**config.mk**
```make
export PLATFORM = sky130hd
export DESIGN_NAME = rr_arbiter8
export DESIGN_NICKNAME = d
export VERILOG_FILES = /design/src/rtl/rr_arbiter8.sv
export SDC_FILE = /design/constraint.sdc
export NUM_CORES = 1
export LEC_CHECK = 0
export BUFFER_PORTS_ARGS = -buffer_cell sky130_fd_sc_hd__buf_2
export CAP_MARGIN = 40
export CORE_UTILIZATION = 54
export CTS_BUF_LIST = sky130_fd_sc_hd__clkbuf_4 sky130_fd_sc_hd__clkbuf_8
export CTS_CLUSTER_DIAMETER = 80
export DETAILED_ROUTE_END_ITERATION = 10
export PLACE_DENSITY = 0.79
export RECOVER_POWER = 25
export SLEW_MARGIN = 0
export SYNTH_ARGS = -nofsm -noshare
export SYNTH_HDL_FRONTEND = slang
export SYNTH_SLANG_ARGS = --single-unit
```
**constraint.sdc**
```tcl
create_clock -name clk -period 3.4 [get_ports clk]
set_input_delay 0.51 -clock clk [delete_from_list [all_inputs] [get_ports clk]]
set_output_delay 0.51 -clock clk [all_outputs]
set_load 0.02 [all_outputs]
```
**src/rtl/rr_arbiter8.sv**
```systemverilog
// Eight-way round-robin arbiter with a registered one-hot grant, encoded owner index
// and a per-ownership hold counter with an optional preemption limit.
module rr_arbiter8 #(
    parameter int MAX_HOLD = 0,
    parameter int CNT_W    = 8
) (
    input  logic             clk,
    input  logic             rst_n,
    input  logic [7:0]       req,
    output logic [7:0]       gnt,
    output logic [2:0]       gnt_id,
    output logic             gnt_valid,
    output logic [CNT_W-1:0] busy_cnt
);

    typedef enum logic {
        IDLE  = 1'b0,
        GRANT = 1'b1
    } state_t;

    localparam logic [CNT_W-1:0] HOLD_LIM = CNT_W'(MAX_HOLD);
    localparam logic [CNT_W-1:0] CNT_MAX  = '1;
    localparam logic             HOLD_EN  = (MAX_HOLD != 0);

    state_t     state;
    logic [2:0] ptr;
    logic [2:0] win_id;
    logic       win_found;
    logic [2:0] idx;
    logic       owner_req;
    logic       hold_done;

    // First active requester scanning upward from ptr with wrap from 7 to 0.
    always_comb begin
        win_id    = 3'd0;
        win_found = 1'b0;
        idx       = 3'd0;
        for (int i = 0; i < 8; i++) begin
            idx = ptr + 3'(i);
            if (!win_found && req[idx]) begin
                win_found = 1'b1;
                win_id    = idx;
            end
        end
    end

    assign owner_req = req[gnt_id];
    assign hold_done = HOLD_EN && (busy_cnt == HOLD_LIM);

    always_ff @(posedge clk or negedge rst_n) begin
        if (!rst_n) begin
            state     <= IDLE;
            ptr       <= 3'd0;
            gnt       <= 8'd0;
            gnt_id    <= 3'd0;
            gnt_valid <= 1'b0;
            busy_cnt  <= '0;
        end else begin
            case (state)
                IDLE: begin
                    if (win_found) begin
                        state     <= GRANT;
                        gnt       <= 8'd1 << win_id;
                        gnt_id    <= win_id;
                        gnt_valid <= 1'b1;
                        busy_cnt  <= CNT_W'(1);
                        ptr       <= win_id + 3'd1;
                    end
                end
                GRANT: begin
                    // A release and a limit hit on the same edge both land in the same clear.
                    if (!owner_req || hold_done) begin
                        state     <= IDLE;
                        gnt       <= 8'd0;
                        gnt_id    <= 3'd0;
                        gnt_valid <= 1'b0;
                        busy_cnt  <= '0;
                    end else if (busy_cnt != CNT_MAX) begin
                        busy_cnt <= busy_cnt + CNT_W'(1);
                    end
                end
                default: state <= IDLE;
            endcase
        end
    end

endmodule

```
* Word-level counts from Yosys, hierarchy flattened
Index checks and enable logic that the tools add are counted.
** Cells by class
- Order comparisons :: 9
- Bitwise gates (word level) :: 1
- Reduce and logical (&&, ||, !) cells :: 17
- Shift-type cells :: 1
- Equal/unequal tests :: 4
- Add/sub/neg operators :: 9
- Mux-type cells :: 50
** Operator list (number)
- 8-bit two-way mux :: 5
- 3-bit by 4-bit less-than comparator with 1-bit output (second input constant) :: 9
- 8-bit one-hot mux with 2 select lines :: 2
- 3-bit two-way mux :: 10
- 1-bit binary-select mux with 3-bit select :: 9
- 1-bit two-way mux :: 21
- 3-bit adder (second input constant) :: 4
- 8-bit by 1-bit adder with 8-bit output (second input constant) :: 1
- 8-bit != test (second input constant) :: 1
- 1-bit by 3-bit left shift with 8-bit output (first input constant) :: 1
- 1-bit logical AND :: 7
- 1-bit logical NOT :: 7
- 3-bit by 1-bit adder with 3-bit output (second input constant) :: 2
- 3-bit by 2-bit adder with 3-bit output (second input constant) :: 2
- 3-bit one-hot mux with 2 select lines :: 1
- 2-bit AND reduction :: 3
- 2-bit != test (second input constant) :: 2
- 1-bit one-hot mux with 2 select lines :: 2
- 3-bit by 2-bit != test with 1-bit output (second input constant) :: 1
- 1-bit NOT :: 1
** Word-level totals
- Logic and storage cells :: 97
- Flip-flop bits (word level) :: 24
- Output and inout port bits :: 20
- Input port bits :: 10

* Longest topological paths before layout
Gate-level depths: netlist (run 1).
- Depth in word-level cells :: 27
- Depth in mapped cells :: 14
- Depth with buffers taken out :: 12

* Least setup slack after synthesis (run 1)
OpenSTA, ideal clock, no wires.
- Path kind :: flip-flop to flip-flop
- Start :: register ptr[1]
- End :: register gnt[7]
- Data required time :: 3.279 ns
- Clock period less this slack :: 3.496 ns
- Setup slack :: -0.096 ns
- Path buffers :: 1
- Cell stages (with the launch flop) :: 13
- Setup time :: 0.121 ns
- Arrival time :: 3.375 ns
- Cells stage by stage :: dfrtp_1 buf_2 clkinv_1 ha_1 mux4_2 mux2_4 or2_0 nor3b_1 a221o_1 and2_1 ha_1 ha_1 a22o_1
** Between the ends
- Word-level cells in the longest chain between the ends :: 27
- Elaborated cells between the ends (all ways) :: 58
- Classes of those cells :: add/sub (7); eq/ne (1); shift (1); mux (34); reduce/logical (15)
** RTL lines
- from (decl) :: line 26 : logic [2:0] ptr;
- from (signal assigned) :: line 67 : ptr <= win_id + 3'd1;
- branches (longest 27 deep; another with 3-bit by 1-bit adder with 3-bit output)
- to (signal assigned) :: line 63 : gnt <= 8'd1 << win_id;
- to (decl) :: line 10 : output logic [7:0] gnt,
Parallel ways; which one is timed is not known. The select of a mux whose other input is x is not followed.
A chain may end at the register's enable or synchronous reset.

* Worst setup path in the final report (run 1)
- Start :: register ptr[0]
- End :: register ptr[2]
** Between the ends
- Word-level cells in the longest chain between the ends :: 25
- Elaborated cells between the ends (all ways) :: 55
- Classes of those cells :: add/sub (8); mux (32); reduce/logical (15)
** RTL lines
- branches (longest 25 deep; another with 3-bit by 1-bit adder with 3-bit output)
Parallel ways; which one is timed is not known. The select of a mux whose other input is x is not followed.

==> impl_metrics.yaml, run 1 <==
outcome:
  status: "finished, final reports clean"
floorplan:
  rows: 22
  die_w_um: 66.06
  dieArea_um2: 4364
  start_util: 0.5833
  ioPinCount: 30
  die_y_um: 66.06
  core_area_um2: 3799
power_and_ir_drop:
  seqPwrFrac: 0.151
  ir_drop_v: 0.0009213
  p_switching_uw: 1505
  pwr-share-comb: 0.796
  switching_share: 0.4811
  powerDensity_nw_per_um2: 1234
  p_leak_uw: 0.001103
  clkPwrFrac: 0.053
  p_int_uw: 1623
hold_path:
  hold_depth: 1
  worstHoldPathType: "register to register"
timing:
  worst_pin_slew_ns: 1.263
  period_minus_slack_ns: 3.303
  clock.fmax_mhz: 302.7
  finalHoldViolCount: 0
  fin_skew_ns: 0.009021
  setup_violations: 0
  maxSlewHeadroom: 0.1578
  slew_viol_final: 0
  finalCritPeriodShare: 0.9715
cts:
  clk_latency_ns: 0.27
  cts_hold_buffers: 0
  cts_tree: "yes"
  root_buffer: "clkbuf_8"
  htreeDepth: 1
  path_clk_slew_ns: 0.07
  cts_inserted_buffers: 3
  clock_path_buffers: 2
  cts.sinks: 24
setup_path:
  critPathMaxFanout: 16
  worst_setup_path_start_kind: "register"
  reg2reg_depth: 11
  required_ns: 3.53
  criticalPathCategory: "register to register"
  cp.arrival_ns: 3.43
  end_kind: "register"
synth:
  synth_nets: 227
  ys_seq_area_frac: 0.2710
  ys_seq_elements: 24
  netlist_area_um2: 2216
  yosys_warnings: 0
  synth_edf_count: 0
  synthCells: 209
  synth_cell_types: 57
  async_flop_share: 1.000
  avgSynthCellArea_um2: 10.60
  synth_top_flop_cell: "dfrtp_1"
global_route:
  grt_pass1_vias: 1791
  grt_start_max_net_pins: 25
  track_usage: 0.2753
  grt_pass1_wl_mm: 9.004
  gr-total-overflow: 0
  antenna_found_initial: 0
place:
  place_congestion: 0.8667
  dpl.cell_count: 290
  io_buffers: 29
  dp_hpwl_mm: 4.156
finish:
  synthToLayoutAreaGrowth_pct: 14.40
  fin_util: 0.6673
  final_cells: 294
  num_antenna_cells: 0
  drive_gt1_frac: 0.3333
  fin_nets: 266
detailed_routing:
  drc: 0
  vias: 1921
  wl_per_cell_um: 18.42
  viasPerCell: 6.534
  first_pass_iters: 4
  postRouteAntennaNets: 0
  wirelength_mm: 5.415
  drt_iter0_drc: 121
run:
  cap_violations: 0
-- power groups by stage --
stage	clock [uW]	sequential, uW	combinational [uW]
finish	166	473	2490
global route	184	483	2690
CTS	172	469	2420
detailed placement	0	474	2410
global placement	0	470	2350
floorplan	0	505	1770
-- kinds of logic after synthesis --
kind of cell,synth area share
AND/OR/NAND/NOR,0.1519
AO/OA/AOI/OAI,0.2225
multiplexers,0.2518
flip-flops,0.2710
buffers and inverters,0.04629
adder cells (fa/ha/maj),0.04517
XOR/XNOR,0.01130
-- Yosys cell counts, drive strengths merged (3+ instances only) --
cell / instances / share of area
nor2b: 3 / 0.0096
ha: 8 / 0.045
buf: 8 / 0.031
o2bb2ai: 8 / 0.032
a41oi: 3 / 0.020
inv: 7 / 0.012
a22o: 3 / 0.012
nand2: 21 / 0.036
nand2b: 3 / 0.0085
a32o: 6 / 0.027
o21ai: 7 / 0.016
a21oi: 10 / 0.023
nand3: 5 / 0.011
mux2i: 13 / 0.060
a21o: 4 / 0.014
nor3b: 3 / 0.010
and2: 8 / 0.024
mux4: 16 / 0.16
nor2: 11 / 0.019
nor3: 4 / 0.0090
mux2: 5 / 0.029
a211oi: 3 / 0.010
dfrtp: 24 / 0.27
-- sequential cells by signal (all words and copies together) (netlist names) --
name	count
busy_cnt	8
ptr	3
gnt	8
state	1
gnt_valid	1
gnt_id	3
-- worst max-delay path, stage by stage (launching register included) --
cell	delay, ns
dfrtp_1	0.44
buf_12	0.19
mux2_2	0.38
mux4_2	0.54
or2_1	0.29
o41ai_2	0.39
a41oi_1	0.23
inv_1	0.13
ha_2	0.19
ha_1	0.22
nand2_1	0.07
o21ai_1	0.09
-- cell usage in the layout (no fill, tap or decap), drive strengths merged, types with 2 or more instances in the layout --
cell type and n:
a211oi 3, buf 42, o22ai 2, clkbuf 4
nor3 4, a21oi 10, inv 7, o2bb2ai 8
or2 2, and2 8, nand3 5, mux2i 13
a32o 6, ha 8, dfrtp 24, nor3b 3
a41oi 3, nor2 11, o21ai 7, nand2b 3
a22o 3, mux2 5, a21o 4, nor2b 3
mux4 16, a31oi 2, nand2 21, nand4 2
o31ai 2
-- stage by stage --
stage	setup slack, ns	hold slack (ns)	cell area [um^2]	setup TNS, ns	total power (uW)
final	0.09686	0.4748	2535	0	3128
after global routing	-0.02318	0.4937	2535	-0.02318	3358
after CTS	0.03656	0.2254	2514	0	3064
after detailed placement	0.07373	0.4641	2472	0	2883
after global placement	0.1727	0.4562	2472	0	2824
after floorplan	0.03257	0.2144	2230	0	2279
-- area by class of cell --
class	count	area [um^2]
Inverter	8	31.28
Timing Repair Buffer	43	261.5
Sequential cell	24	600.6
Multi-Input combinational cell	168	1540
Clock buffer	3	41.29
Fill cell	287	1264
Tap cell	48	60.06
-- final timing paths --
kind / from / to / slack, ns
worst max-delay path: ptr[0]$_DFFE_PN0P_ / ptr[2]$_DFFE_PN0P_ / 0.1
min in group asynchronous: rst_n / busy_cnt[6]$_DFFE_PN0P_ / 0.48
max in group asynchronous: rst_n / ptr[1]$_DFFE_PN0P_ / 2.16
worst max register to register: ptr[0]$_DFFE_PN0P_ / ptr[2]$_DFFE_PN0P_ / 0.1
worst min-delay path: gnt_valid$_DFFE_PN0P_ / gnt_valid$_DFFE_PN0P_ / 0.47
worst min register to register: gnt_valid$_DFFE_PN0P_ / gnt_valid$_DFFE_PN0P_ / 0.47
-- per-layer routing --
metal / share of wire / GRT usage / up-vias
met5: 0 / 0 / -
li1: - / - / 897
met4: 0.022 / 0.08777 / 0
met3: 0.073 / 0.04310 / 14
met2: 0.49 / 0.4605 / 92
met1: 0.41 / 0.3635 / 918
-- repair_timing --
action,4_1_cts,5_1_grt
buffers inserted,0,1
setup endpoints to repair,0,2
gates resized for setup,0,5
No activity file was read; power rests on OpenSTA's default activity.
==> inputs of run 2 (changes only) <==
Settings changed: REMOVE_ABC_BUFFERS set to 1.
==> impl_metrics.yaml, run 2 (synthesis results as in run 1) <==
finish:
  num_antenna_cells: 0
  final_cells: 294
  fin_util: 0.6614
  reg_top3: "busy_cnt (8), gnt (8)"
  synthToLayoutAreaGrowth_pct: 13.38
  fillers: 301
  drive_gt1_frac: 0.3171
  fin_nets: 266
  final_common_cell: "buf_2"
  mostFrequentLayoutCells: "28 x buf_2, 24 x dfrtp_1, 21 x nand2_1"
global_route:
  antenna_found_initial: 0
  grt_pass1_vias: 1777
  grt_pass1_wl_mm: 8.542
  grt_start_max_net_pins: 25
  track_usage: 0.2554
  gr-total-overflow: 0
cts:
  root_buffer: "clkbuf_8"
  htreeDepth: 1
  clock_path_buffers: 2
  cts_inserted_buffers: 3
  cts_tree: "yes"
  cts_hold_buffers: 0
  cts.sinks: 24
  path_clk_slew_ns: 0.08
  clk_latency_ns: 0.27
setup_path:
  worst_setup_path_start_kind: "register"
  critPathMaxFanout: 4
  path_delay_family: "adder cells"
  worst-path-buf-inv: 1
  criticalPathCategory: "register to register"
  critPathMaxStageDelay_ns: 0.57
  end_kind: "register"
  cp.arrival_ns: 3.44
  required_ns: 3.54
  path_cells: "buf_4, ha_1, xnor2_1, mux4_2, nor2b_1, o311ai_0, nand3_1, and2_4, ha_1, ha_1, nand2_1, o21ai_1"
  crit_top_cell: "ha_1"
  critPathSlowestCell: "mux4_2"
floorplan:
  die_y_um: 66.06
  ioPinCount: 30
  rows: 22
  start_util: 0.5833
  core_area_um2: 3799
  dieArea_um2: 4364
  die_w_um: 66.06
detailed_routing:
  drc: 0
  postRouteAntennaNets: 0
  wirelength_mm: 5.152
  vias: 1891
  drt_iter0_drc: 128
  first_pass_iters: 4
  viasPerCell: 6.432
  wl_per_cell_um: 17.52
timing:
  finalCritPeriodShare: 0.9697
  period_minus_slack_ns: 3.297
  worst_pin_slew_ns: 1.249
  maxSlewHeadroom: 0.1675
  finalHoldViolCount: 0
  slew_viol_final: 0
  setup_ws_ns: 0.1029
  setup_violations: 0
  fin_skew_ns: 0.005057
  clock.fmax_mhz: 303.3
power_and_ir_drop:
  pwr-share-comb: 0.789
  p_leak_uw: 0.001096
  seqPwrFrac: 0.155
  clkPwrFrac: 0.056
  ir_drop_v: 0.0006922
  powerDensity_nw_per_um2: 1211
  switching_share: 0.4793
  p_int_uw: 1584
  p_switching_uw: 1458
place:
  post-place-ws_ns: 0.1031
  dpl.cell_count: 289
  io_buffers: 29
  dp_hpwl_mm: 3.912
  place_congestion: 0.9088
hold_path:
  worstHoldPathType: "register to register"
outcome:
  status: "finished, final reports clean"
run:
  cap_violations: 0
## run 2: metal layers
metal | GRT usage | wire length (um) | up-vias
met3 | 0.03621 | 288 | 10
met1 | 0.3607 | 2263 | 922
met5 | 0 | 0 | -
li1 | - | - | 897
met4 | 0.05851 | 64 | 0
met2 | 0.4145 | 2535 | 62
## run 2: what timing repair did
item | in CTS | in global routing
gates resized for setup | 0 | 4
buffers inserted | 0 | 2
setup endpoints to repair | 0 | 2
## run 2: worst paths after layout
kind	start	end	slack [ns]	cells past startpoint
min reg2reg	gnt_valid$_DFFE_PN0P_	gnt_valid$_DFFE_PN0P_	0.48	1
min	gnt_valid$_DFFE_PN0P_	gnt_valid$_DFFE_PN0P_	0.48	1
max in group asynchronous	rst_n	gnt_id[2]$_DFFE_PN0P_	2.18	1
min in group asynchronous	rst_n	gnt[4]$_DFFE_PN0P_	0.49	1
max	ptr[1]$_DFFE_PN0P_	ptr[2]$_DFFE_PN0P_	0.10	12
max reg2reg	ptr[1]$_DFFE_PN0P_	ptr[2]$_DFFE_PN0P_	0.10	12
## run 2: power groups by stage
stage | registers, uW | logic (uW) | clock network [uW]
3_5_place_dp | 475 | 2310 | 0
4_1_cts | 470 | 2320 | 170
5_1_grt | 484 | 2640 | 185
6_report | 472 | 2400 | 170
2_1_floorplan | 575 | 1600 | 0
3_3_place_gp | 472 | 2280 | 0
## run 2: area by class of cell
cell class / count / area (um^2) / area share
Clock buffer: 3 / 41.29 / 0.01643
Multi-Input combinational cell: 168 / 1528 / 0.6081
Sequential cell: 24 / 600.6 / 0.2390
Tap cell: 48 / 60.06 / 0.02390
Inverter: 8 / 30.03 / 0.01195
Timing Repair Buffer: 43 / 252.7 / 0.1006
## run 2: stage by stage
stage / power [uW] / hold slack [ns] / area (um^2) / TNS, ns
6_report: 3042 / 0.4783 / 2512 / 0
5_1_grt: 3309 / 0.5013 / 2512 / -0.02057
4_1_cts: 2960 / 0.2330 / 2480 / 0
3_5_place_dp: 2786 / 0.4623 / 2439 / 0
3_3_place_gp: 2750 / 0.4609 / 2439 / 0
2_1_floorplan: 2171 / 0.2144 / 2143 / -5.097
